$ cat src/rtl/encoder_scan_if.sv
// Request/index stream bundle for encoder_scan.
// The upstream side drives in_valid/in_vec and the downstream side drives
// out_ready; the scanner sits between them on the slave modport.
interface encoder_scan_if #(
    parameter int N = 8
) ();
    localparam int IDX_W = (N > 1) ? $clog2(N) : 1;

    logic             in_valid;
    logic             in_ready;
    logic [N-1:0]     in_vec;
    logic             out_valid;
    logic             out_ready;
    logic [IDX_W-1:0] out_idx;
    logic             out_last;

    // Environment side: presents vectors and consumes indices.
    modport master (
        output in_valid,
        output in_vec,
        output out_ready,
        input  in_ready,
        input  out_valid,
        input  out_idx,
        input  out_last
    );

    // Scanner side.
    modport slave (
        input  in_valid,
        input  in_vec,
        input  out_ready,
        output in_ready,
        output out_valid,
        output out_idx,
        output out_last
    );
endinterface

$ cat src/rtl/encoder_scan.sv
// Sequential N-bit request encoder.
// Accepts a request vector, then emits the binary index of each set bit,
// one per handshake, lowest-first (MSB_FIRST=0) or highest-first
// (MSB_FIRST=1). All-zero vectors are flagged with a one-cycle err_zero
// pulse instead of producing an index.
module encoder_scan #(
    parameter int N         = 8,
    parameter bit MSB_FIRST = 1'b0,
    localparam int IDX_W    = (N > 1) ? $clog2(N) : 1
) (
    input  logic          clk,
    input  logic          rst_n,
    input  logic          flush,
    output logic          busy,
    output logic          err_zero,
    encoder_scan_if.slave bus
);

    typedef enum logic {
        IDLE = 1'b0,
        SCAN = 1'b1
    } state_t;

    state_t           state_reg;
    state_t           state_next;
    logic [N-1:0]     pending_reg;
    logic [N-1:0]     pending_next;
    logic             err_zero_reg;
    logic             err_zero_next;

    logic [N-1:0]     ord;      // pending, reordered so bit 0 is scanned first
    logic [N-1:0]     sel_ord;  // first set bit in scan order (one-hot)
    logic [N-1:0]     sel;      // same selection in natural bit order
    logic [IDX_W-1:0] idx;
    logic             last;
    logic             in_ready;
    logic             out_valid;

    // Priority pick without a ripple chain: each bit is selected when it is
    // set and no earlier bit (in scan order) is set.
    for (genvar gi = 0; gi < N; gi++) begin : g_pick
        localparam logic [N-1:0] BELOW = (N'(1) << gi) - N'(1);
        assign ord[gi]     = MSB_FIRST ? pending_reg[N-1-gi] : pending_reg[gi];
        assign sel_ord[gi] = ord[gi] & ~(|(ord & BELOW));
    end

    for (genvar gi = 0; gi < N; gi++) begin : g_unorder
        assign sel[gi] = MSB_FIRST ? sel_ord[N-1-gi] : sel_ord[gi];
    end

    // Binary-encode the one-hot selection; zero when nothing is pending.
    always_comb begin
        idx = '0;
        for (int i = 0; i < N; i++) begin
            if (sel[i]) begin
                idx = idx | IDX_W'(i);
            end
        end
    end

    // Final index when the selected bit is the only one left.
    assign last = (pending_reg != '0) && ((pending_reg & ~sel) == '0);

    // Next-state, pending update and handshake outputs.
    always_comb begin
        state_next    = state_reg;
        pending_next  = pending_reg;
        err_zero_next = 1'b0;
        in_ready      = 1'b0;
        out_valid     = 1'b0;
        busy          = 1'b0;
        case (state_reg)
            IDLE: begin
                in_ready = !flush;
                if (bus.in_valid && !flush) begin
                    if (bus.in_vec != '0) begin
                        pending_next = bus.in_vec;
                        state_next   = SCAN;
                    end else begin
                        err_zero_next = 1'b1;
                    end
                end
            end
            SCAN: begin
                busy      = 1'b1;
                out_valid = 1'b1;
                if (flush) begin
                    // Abort wins over any handshake in the same cycle.
                    pending_next = '0;
                    state_next   = IDLE;
                end else if (bus.out_ready) begin
                    pending_next = pending_reg & ~sel;
                    if (last) begin
                        state_next = IDLE;
                    end
                end
            end
            default: begin
                state_next   = IDLE;
                pending_next = '0;
            end
        endcase
    end

    // State, pending vector and zero-vector pulse registers.
    always_ff @(posedge clk or negedge rst_n) begin
        if (!rst_n) begin
            state_reg    <= IDLE;
            pending_reg  <= '0;
            err_zero_reg <= 1'b0;
        end else begin
            state_reg    <= state_next;
            pending_reg  <= pending_next;
            err_zero_reg <= err_zero_next;
        end
    end

    assign err_zero      = err_zero_reg;
    assign bus.in_ready  = in_ready;
    assign bus.out_valid = out_valid;
    assign bus.out_idx   = idx;
    assign bus.out_last  = last;

endmodule

$ cat src/flat_wrapper.sv
// flat-port wrapper written by rule: the top's interface ports become plain ports
module encoder_scan_flat 
#(
    parameter int N         = 8,
    parameter bit MSB_FIRST = 1'b0,
    localparam int IDX_W    = (N > 1) ? $clog2(N) : 1
)
  (clk, rst_n, flush, busy, err_zero, bus_in_valid, bus_in_vec, bus_out_ready, bus_in_ready, bus_out_valid, bus_out_idx, bus_out_last);
  encoder_scan_if #(.N(N)) bus_i ();
  input  logic clk;
  input  logic rst_n;
  input  logic flush;
  output logic busy;
  output logic err_zero;
  input wire logic [$bits(bus_i.in_valid)-1:0] bus_in_valid;
  input wire logic [$bits(bus_i.in_vec)-1:0] bus_in_vec;
  input wire logic [$bits(bus_i.out_ready)-1:0] bus_out_ready;
  output wire logic [$bits(bus_i.in_ready)-1:0] bus_in_ready;
  output wire logic [$bits(bus_i.out_valid)-1:0] bus_out_valid;
  output wire logic [$bits(bus_i.out_idx)-1:0] bus_out_idx;
  output wire logic [$bits(bus_i.out_last)-1:0] bus_out_last;
  assign bus_i.in_valid = bus_in_valid;
  assign bus_i.in_vec = bus_in_vec;
  assign bus_i.out_ready = bus_out_ready;
  assign bus_in_ready = bus_i.in_ready;
  assign bus_out_valid = bus_i.out_valid;
  assign bus_out_idx = bus_i.out_idx;
  assign bus_out_last = bus_i.out_last;
  encoder_scan #(.N(N), .MSB_FIRST(MSB_FIRST)) u_core (.clk(clk), .rst_n(rst_n), .flush(flush), .busy(busy), .err_zero(err_zero), .bus(bus_i));
endmodule
$ cat config.mk
export PLATFORM = sky130hd
export DESIGN_NAME = encoder_scan_flat
export DESIGN_NICKNAME = d
export VERILOG_FILES = /design/src/rtl/encoder_scan_if.sv /design/src/rtl/encoder_scan.sv /design/src/flat_wrapper.sv
export SDC_FILE = /design/constraint.sdc
export NUM_CORES = 1
export LEC_CHECK = 0
export ABC_CLOCK_PERIOD_IN_PS = 1700
export CAP_MARGIN = 20
export CORE_MARGIN = 3
export CORE_UTILIZATION = 30
export CTS_CLUSTER_DIAMETER = 60
export DETAILED_ROUTE_END_ITERATION = 7
export SYNTH_ARGS = -nofsm -noshare
export SYNTH_HDL_FRONTEND = slang
export SYNTH_SLANG_ARGS = --single-unit
$ cat constraint.sdc
create_clock -name clk -period 1.7 [get_ports clk]
set_clock_uncertainty 0.15 [all_clocks]
set_input_delay 0.34 -clock clk [delete_from_list [all_inputs] [get_ports clk]]
set_output_delay 0.34 -clock clk [all_outputs]
set_load 0.01 [all_outputs]
==> results of run 1 <==
[per-layer routing]
| metal | part of all wire, % | global-route usage [%] | wire (um) |
|---|---|---|---|
| met1 | 43 | 21.4 | 1030 |
| met2 | 50 | 33.7 | 1200 |
| met3 | 5.1 | 6.48 | 120 |
| met4 | 1.3 | 8.09 | 30 |
| met5 | 0 | 0 | 0 |
[stage by stage]
step / total power [uW] / TNS (ps) / instances / cell area [sq um]
4_1_cts: 2140 / -1340 / 151 / 1190
3_3_place_gp: 1640 / -6160 / 139 / 1050
3_5_place_dp: 1660 / -6440 / 139 / 1050
5_1_grt: 2410 / -1870 / 153 / 1230
6_report: 2260 / -1540 / 153 / 1230
2_1_floorplan: 1050 / -312 / 73 / 672
[final cells by class]
cell class | instances | share of cell area, %
timing repair buffer | 54 | 36.9
inverter | 4 | 1.22
sequential | 10 | 20.7
tap | 27 | 2.75
clock buffer | 4 | 2.14
multi-input combinational | 54 | 36.4
[worst max-delay path, cell delays in order (launching register included)]
cell and delay [ps]:
dfrtp_1 390, or4_4 560, o211ai_1 230, o21ai_2 90, and2_4 140, buf_6 110
[cell families after synthesis]
| logic type | count (synthesis) |
|---|---|
| AO/OA/AOI/OAI | 27 |
| XOR/XNOR | 1 |
| buffers and inverters | 9 |
| flip-flops | 10 |
| AND/OR/NAND/NOR | 26 |
[synthesized netlist by cell type, drive strengths merged]
library cell,instances
o311a,1
nand2b,1
nand3,1
and3,1
nor2,5
clkbuf,2
or4,3
buf,3
nor4,1
inv,4
o21bai,1
and2,3
a41oi,1
dfrtp,10
o211a,1
nor3,2
a21boi,1
xor2,1
a221o,6
a32oi,1
nor3b,2
nand2,6
a21oi,5
o211ai,1
o21ai,7
nor2b,1
a22o,1
a2111o,1
[power by group]
| part | switching [uW] | internal, uW | total (uW) | leakage [uW] |
|---|---|---|---|---|
| clock network | 97.4 | 91.2 | 189 | 0.0000150 |
| logic | 695 | 899 | 1590 | 0.000456 |
| registers | 140 | 335 | 475 | 0.000125 |
| total | 932 | 1330 | 2260 | 0.000597 |
[what timing repair did]
| item | in CTS | in global routing |
|---|---|---|
| buffers inserted | 8 | 3 |
| hold endpoints to repair | 0 | 0 |
| setup endpoints to repair | 15 | 11 |
| resized for setup | 49 | 8 |
| gates cloned | 0 | 0 |
| pin swaps | 11 | 8 |
[final timing paths]
kind	startpoint	endpoint	slack (ps)	cells after the start
max	u_core.ord[3]	bus_out_last	-590	5
min	bus_in_vec[6]	u_core.ord[6]	220	2
max reg2reg	u_core.ord[3]	u_core.ord[7]	-40	6
min reg2reg	u_core.ord[0]	u_core.ord[0]	480	1
max in group asynchronous	rst_n	u_core.ord[0]	790	1
min in group asynchronous	rst_n	u_core.state_reg	240	1
==> summary.txt, run 1 <==
Clocking
  – Worst skew pair latency: around 280 ps
  – Clock root buffer: clkbuf_4
  – CTS Buf Count: 3
  – H-tree lvl count: 1
  – Clock transition at path regs: about 70 ps
  – Clk sink count: 10
  – CTS tree: built
  – Clock Tree Buf Depth: 2
  – CTS Hold Bufs: 0

Drt
  – Drt first pass iters: 4
  – Routed WL: 2380 um
  – Iter 0 DRT Violations: 19
  – Vias per inst: 5.16
  – Per-cell routed wire length: roughly 16 um
  – DRC violations left: 0
  – Vias after detailed routing: 789
  – Post-route ant nets: 0

GRT
  – Vias in the first global route: roughly 810
  – Largest net degree at the start of global routing: 11
  – GRT Util Overall: 19.4%
  – Initial antenna violation count: 0
  – Final global-route overflow total: 0
  – First-pass GRT wire length: 3770 um

Logic synthesis
  – Synth area leader: dfrtp_1
  – Synthesized area: 668 sq um
  – XOR/XNOR Fraction of Synth Area: 1.31%
  – Top cell type's share of synthesized area: 37.5%
  – Syn nets: between 80 and 90
  – Syn avg cell area: 9.15 sq um
  – Synth top area cells: dfrtp_1 37%, a221o_1 9.0%, a21oi_1 3.7%
  – Simple-gate portion of the synthesized area: a little under a quarter
  – Synth Area in Compound Gates: 30.5%
  – Combinational family with the most area after synthesis: compound AO/OA/AOI/OAI gates
  – Synthesized instance count: 73
  – Mux cell area share after synthesis: 0%
  – Flop and latch count out of synthesis: 10
  – Syn. warnings: 0
  – Sequential share of the synthesized area: 37.5%
  – Post-Synth Adder-Cell Area: 0%
  – Unique masters post-synth: 34

Setup path
  – Worst Path Max Fanout: 2
  – Worst setup path category: flop to primary output
  – Critical Path RT: 1210 ps
  – Critical path arrival: 1800 ps
  – Crit end category: primary output
  – Startpoint types: flop

Finish
  – Area delta synth->final: 83.9%
  – Largest register FFs: 8
  – Area of the multi-input gates: 447 sq um
  – ANT cells: 0
  – Final Net Count: 140
  – Most common cell after layout, fill and taps aside: buf_4
  – Final Util: 60.2%
  – FF/Latch Area: roughly 250 sq um
  – Commonest non-fill, non-tap cells in the layout: 29 x buf_4, 10 x dlygate4sd2_1, 7 x dfrtp_1
  – Fill cell count: about 180
  – Share of cells above drive strength 1: 50.0%

Floorplan
  – Die Span X: 53.2 um
  – Num ports: 21
  – Effective utilization at floorplan: between 30% and 40%
  – Row Count: 16
  – Die ar.: 0.00283 sq mm
  – Die height: 53.2 um
  – Core area: 0.00204 sq mm

STA
  – Final Max Tran Viols: 0
  – WHS: 223 ps
  – Fmax: 437 MHz
  – Min Tclk post-route: 2290 ps
  – Worst Slack Setup Final: -588 ps
  – RSZ-0062 raised after global routing: yes
  – Final Setup Violations: 6
  – Slew HR: 66.6%
  – Worst-Margin Slew: 499 ps
  – Tcrit/Tclk final: 135%
  – Final hold vios: 0

Place
  – Worst slack, placed: -673 ps
  – GP Congestion: 0.863
  – PortBufs: 20
  – Hpwl dp: about 1600 um

Pwr
  – VDD IR max: 1210 uV
  – Power Dens Cells: 1840 mW/mm^2
  – Pleak: 0.000597 uW

Status
  – Outcome: complete, but fails checks
  – Failing checks: negative setup slack

Flow run
  – Max Cap Viol: 0

Hold path
  – Hold WC Path Type: input pin to flop
Power figures use the tool's default switching activity.
==> run 2: changes to the inputs <==
- CAP_MARGIN: 20 -> 40
- CORE_MARGIN: 3 -> 2
==> summary.txt, run 2 (synthesis gave the netlist of run 1 again) <==
Status
  – Outcome: complete, but fails checks
  – Failing checks: negative setup slack

GRT
  – Initial antenna violation count: 0 (unchanged)
  – Largest net degree at the start of global routing: 11 (unchanged)
  – GRT Util Overall: 17.3% (-2.1 points)
  – Vias in the first global route: 724 (-11%)
  – First-pass GRT wire length: 3280 um (-13%)
  – Final global-route overflow total: 0 (unchanged)

Place
  – DP Cell Count: 143 (+2.9%)
  – GP Congestion: 0.872 (+1.1%)
  – Hpwl dp: 1490 um (-7.3%)
  – PortBufs: 20 (unchanged)

Floorplan
  – Die height: 51.2 um (-3.8%)
  – Effective utilization at floorplan: 31.1% (-1.6 points)
  – Row Count: 17 (+1)
  – Core area: 0.00215 sq mm (+5.2%)
  – Die Span X: 51.2 um (-3.8%)
  – Die ar.: 0.00262 sq mm (-7.4%)
  – Num ports: 21 (unchanged)

Clocking
  – Clock root buffer: clkbuf_4
  – CTS tree: built
  – CTS Buf Count: 3 (unchanged)
  – Worst skew pair latency: 270 ps (about the same)
  – H-tree lvl count: 1 (unchanged)
  – Clock transition at path regs: 70 ps (about the same)
  – Clock Tree Buf Depth: 2 (unchanged)
  – Clk sink count: 10 (unchanged)
  – CTS Hold Bufs: 0 (unchanged)

Setup path
  – Worst R2R Path Depth: 6 (unchanged)
  – R2R Path Start: u_core.ord[0]
  – CP delay by family, top: simple AND/OR/NAND/NOR gates
  – Buf+Inv Stages, Crit Path: 1 (unchanged)
  – Worst-path cell chain: or4_4, o211ai_1, o21ai_1, and2_4, buf_6
  – Critical Path RT: 1210 ps (about the same)
  – Worst setup path category: flop to primary output
  – Crit end category: primary output
  – Crit-path max cell delay: 540 ps (-20 ps)
  – FF-to-FF setup slack: -50 ps (about the same)
  – Startpoint types: flop
  – Worst Path Max Fanout: 2 (unchanged)
  – Reg2reg end: u_core.ord[7]
  – Critical path arrival: 1720 ps (-80 ps)
  – CP max-delay cell: or4_4

Finish
  – Area of the multi-input gates: 432 sq um (-3.4%)
  – Most common cell after layout, fill and taps aside: buf_4
  – Fill cell count: 183 (+2.2%)
  – Area delta synth->final: 80.5%
  – Largest register FFs: 8 (unchanged)
  – Final Util: 56.1% (-4.0 points)
  – Non-Filler Instances: 154 (+0.65%)
  – Commonest non-fill, non-tap cells in the layout: 31 x buf_4, 9 x dlygate4sd2_1, 8 x dfrtp_1
  – Final Net Count: 140 (unchanged)
  – ANT cells: 0 (unchanged)
  – FF/Latch Area: 253 sq um (-0.49%)
  – Share of cells above drive strength 1: 47.6% (-2.4 points)

Hold path
  – Hold WC Path Type: input pin to asynchronous set/reset pin

Drt
  – Iter 0 DRT Violations: 16 (-3)
  – Per-cell routed wire length: 12.8 um (-18%)
  – Drt first pass iters: 4 (unchanged)
  – Post-route ant nets: 0 (unchanged)
  – Routed WL: 1970 um (-17%)
  – Vias after detailed routing: 758 (-3.9%)
  – DRC violations left: 0 (unchanged)
  – Vias per inst: 4.92 (-4.6%)

STA
  – Final Max Tran Viols: 0 (unchanged)
  – Final hold vios: 0 (unchanged)
  – RSZ-0062 raised after global routing: yes
  – Worst Slack Setup Final: -511 ps (+77.0 ps)
  – Worst-Margin Slew: 476 ps (-23.2 ps)
  – Tcrit/Tclk final: 130% (-4.5 points)
  – Min Tclk post-route: 2210 ps (-77.0 ps)
  – WHS: 246 ps (+23.4 ps)
  – Slew HR: 68.2% (+1.5 points)
  – Fmax: 452 MHz (+3.5%)
  – Final Setup Violations: 5 (-1)

Pwr
  – Total Power: 2110 uW (-6.4%)
  – Power Dens Cells: 1750 mW/mm^2 (-4.6%)
  – VDD IR max: 928 uV (-23%)
  – Pleak: 0.000581 uW (-2.6%)

Flow run
  – Max Cap Viol: 0 (unchanged)
## run 2: worst max path at each step
stage	from	to	slack, ps	depth (start not counted)
after detailed placement	u_core.ord[2]	bus_out_last	-610	5
after global routing	u_core.ord[2]	bus_out_last	-590	5
after floorplan	u_core.ord[1]	bus_out_last	-170	5
final	u_core.ord[2]	bus_out_last	-510	5
after global placement	u_core.ord[2]	bus_out_last	-610	5
after CTS	u_core.ord[1]	bus_out_last	-540	5
## run 2: report_power, final
part,internal (uW),switching [uW]
clock network,90.5,77.7
logic,865,645
registers,334,102
## run 2: metrics by stage
step / setup slack [ps] / area (sq um) / TNS, ps
floorplan: -173 / 672 / -312
global placement: -607 / 1080 / -5850
detailed placement: -607 / 1080 / -5940
CTS: -542 / 1180 / -1140
global route: -592 / 1210 / -1460
finish: -511 / 1210 / -1090
## run 2: area by class of cell
class	count	area share (%)
Timing Repair Buffer	54	36.9
Multi-Input combinational cell	54	35.8
Sequential cell	10	21.0
Tap cell	28	2.90
Clock buffer	4	2.18
Inverter	4	1.24
## run 2: what timing repair did
action,in CTS,in global routing
gates cloned,0,0
buffers inserted,5,2
pin swaps,12,3
endpoints found under the setup margin,15,10
gates resized for setup,48,2
## run 2: routing by layer
layer	up-vias	routed length (um)	share of wire, %	track usage [%]
li1	380	-	-	-
met4	0	16	0.81	5.86
met1	353	906	46	21.8
met2	23	943	48	27.5
met3	2	105	5.3	5.85
met5	-	0	0	0
==> run 3: changes to the inputs <==
- CORE_UTILIZATION: 30 -> 40
- PLACE_DENSITY: default -> 0.73
==> summary.txt, run 3 (synthesis gave the netlist of run 1 again) <==
Finish
  – ANT cells: 0 (unchanged)
  – Final Util: 79.1% (+23 points)
  – Area delta synth->final: 82.4%
  – Commonest non-fill, non-tap cells in the layout: 36 x buf_4, 9 x dlygate4sd2_1, 7 x dfrtp_1
  – Final instance area: 0.00122 sq mm (+1.0%)
  – Share of cells above drive strength 1: 50.8% (+3.2 points)
  – Final Net Count: 144 (+2.9%)
  – Most common cell after layout, fill and taps aside: buf_4
  – Largest register FFs: 8 (unchanged)

STA
  – Min Tclk post-route: 2230 ps (+22.5 ps)
  – Slew HR: 67.9% (-0.24 points)
  – Worst-Margin Slew: 480 ps (+3.63 ps)
  – Final Max Tran Viols: 0 (unchanged)
  – Worst Slack Setup Final: -533 ps (-22.5 ps)
  – Fmax: 448 MHz (-1.0%)
  – RSZ-0062 raised after global routing: yes
  – Sum Neg Setup Slack: -1380 ps (-291 ps)
  – Tcrit/Tclk final: 131% (+1.3 points)
  – Final hold vios: 0 (unchanged)
  – Final Setup Violations: 7 (+2)
  – WHS: 252 ps (+5.37 ps)

Clocking
  – Clock transition at path regs: 60 ps (about the same)
  – CTS Buf Count: 3 (unchanged)
  – Clk sink count: 10 (unchanged)
  – Worst skew pair latency: 260 ps (about the same)
  – CTS tree: built
  – H-tree lvl count: 1 (unchanged)
  – Clock Tree Buf Depth: 2 (unchanged)
  – Clock root buffer: clkbuf_4

Pwr
  – Power Dens Cells: 1810 mW/mm^2 (+3.2%)
  – VDD IR max: 1260 uV (+36%)
  – Pleak: 0.000615 uW (+5.8%)

Setup path
  – Worst-path cell chain: or4_4, o211ai_1, o21ai_1, and2_4, buf_6
  – Reg2reg end: u_core.ord[7]
  – FF-to-FF setup slack: -110 ps (-60 ps)
  – Crit end category: primary output
  – Worst setup path category: flop to primary output
  – R2R Path Start: u_core.ord[1]
  – Startpoint types: flop
  – Worst R2R Path Depth: 7 (+1)
  – Crit-path max cell delay: 540 ps (about the same)
  – Critical Path RT: 1210 ps (about the same)
  – Worst Path Max Fanout: 3 (+1)
  – CP max-delay cell: or4_4
  – Critical path arrival: 1740 ps (+20 ps)

Floorplan
  – Core area: 0.00154 sq mm (-28%)
  – Row Count: 14 (-3)
  – Num ports: 21 (unchanged)
  – Die Span X: 44.9 um (-12%)
  – Die height: 44.9 um (-12%)
  – Effective utilization at floorplan: 43.3% (+12 points)
  – Die ar.: 0.00201 sq mm (-23%)

GRT
  – First-pass GRT wire length: 3530 um (+7.8%)
  – Final global-route overflow total: 0 (unchanged)
  – Largest net degree at the start of global routing: 11 (unchanged)
  – GRT Util Overall: 25.2% (+7.9 points)
  – Vias in the first global route: 787 (+8.7%)
  – Initial antenna violation count: 0 (unchanged)

Flow run
  – Max Cap Viol: 0 (unchanged)

Status
  – Failing checks: negative setup slack
  – Outcome: complete, but fails checks

Place
  – Worst slack, placed: -669 ps (-61.7 ps)
  – Hpwl dp: 1680 um (+13%)
  – PortBufs: 20 (unchanged)
  – GP Congestion: 0.790 (-9.5%)
  – DP Area: 0.00108 sq mm (unchanged)

Hold path
  – Hold WC Path Type: input pin to asynchronous set/reset pin

Drt
  – Per-cell routed wire length: 15.7 um (+23%)
  – Vias per inst: 5.35 (+8.7%)
  – Drt first pass iters: 4 (unchanged)
  – DRC violations left: 0 (unchanged)
  – Post-route ant nets: 0 (unchanged)
  – Routed WL: 2300 um (+16%)
  – Iter 0 DRT Violations: 20 (+4)
  – Vias after detailed routing: 781 (+3.0%)
==> run 3: changes by cell type in the layout (fill, tap and decap cells not counted) <==
cell             change
a21oi_1              -1
a21oi_2              +1
buf_2                +1
buf_4                +5
buf_6                -1
clkdlybuf4s15_2      -1
clkdlybuf4s50_1      -1
dfrtp_1              -1
dfrtp_2              +1
dlymetal6s2s_1       +1
nand2_1              +1
nand2_2              -1
nor2_1               -1
nor2_2               +1
==> run 3: power breakdown <==
group          switching [uW]  internal [uW]  total, uW
sequential                137            337        473
combinational             677            890       1570
clock                    72.6           90.3        163
total                     886           1320       2200
==> run 3: how the worst max path moves through the flow <==
stage,slack (ps),start,cells past startpoint,end
floorplan,-170,u_core.ord[1],5,bus_out_last
global placement,-620,u_core.ord[2],5,bus_out_last
detailed placement,-670,u_core.ord[2],5,bus_out_last
CTS,-550,u_core.ord[3],5,bus_out_last
global route,-620,u_core.ord[2],5,bus_out_last
finish,-530,u_core.ord[2],5,bus_out_last
==> run 3: through the flow <==
step,instances,total power [uW]
finish,146,2200
global route,146,2330
CTS,144,2120
detailed placement,133,1720
global placement,133,1680
floorplan,73,1050
==> run 3: worst max-delay path: cells and delay by family, from the launching register on <==
family          cells  cell delay [ps]
buf+inv             1              110
compound gates      2              280
simple gates        2              690
flops               1              410
==> run 3: layout make-up <==
class,count,area [sq um]
clock buffers,4,26.3
fillers,106,323
inverters,4,15.0
multi-input cells,54,435
flip-flops and latches,10,254
well taps,16,20.0
repair buffers,58,468
==> run 3: what timing repair did <==
| action | in CTS | in global routing |
|---|---|---|
| hold endpoints to repair | 0 | 0 |
| gates resized for setup | 47 | 6 |
| buffers inserted | 7 | 3 |
| pin swaps | 12 | 5 |
| hold buffers | 0 | 0 |
| endpoints found under the setup margin | 16 | 13 |
==> run 3: per-layer routing <==
| metal | track usage [%] | vias up | part of all wire, % |
|---|---|---|---|
| li1 | - | 391 | - |
| met1 | 30.3 | 372 | 45 |
| met2 | 45.2 | 16 | 50 |
| met3 | 4.80 | 2 | 3.6 |
| met4 | 7.65 | 0 | 0.87 |
| met5 | 0 | - | 0 |
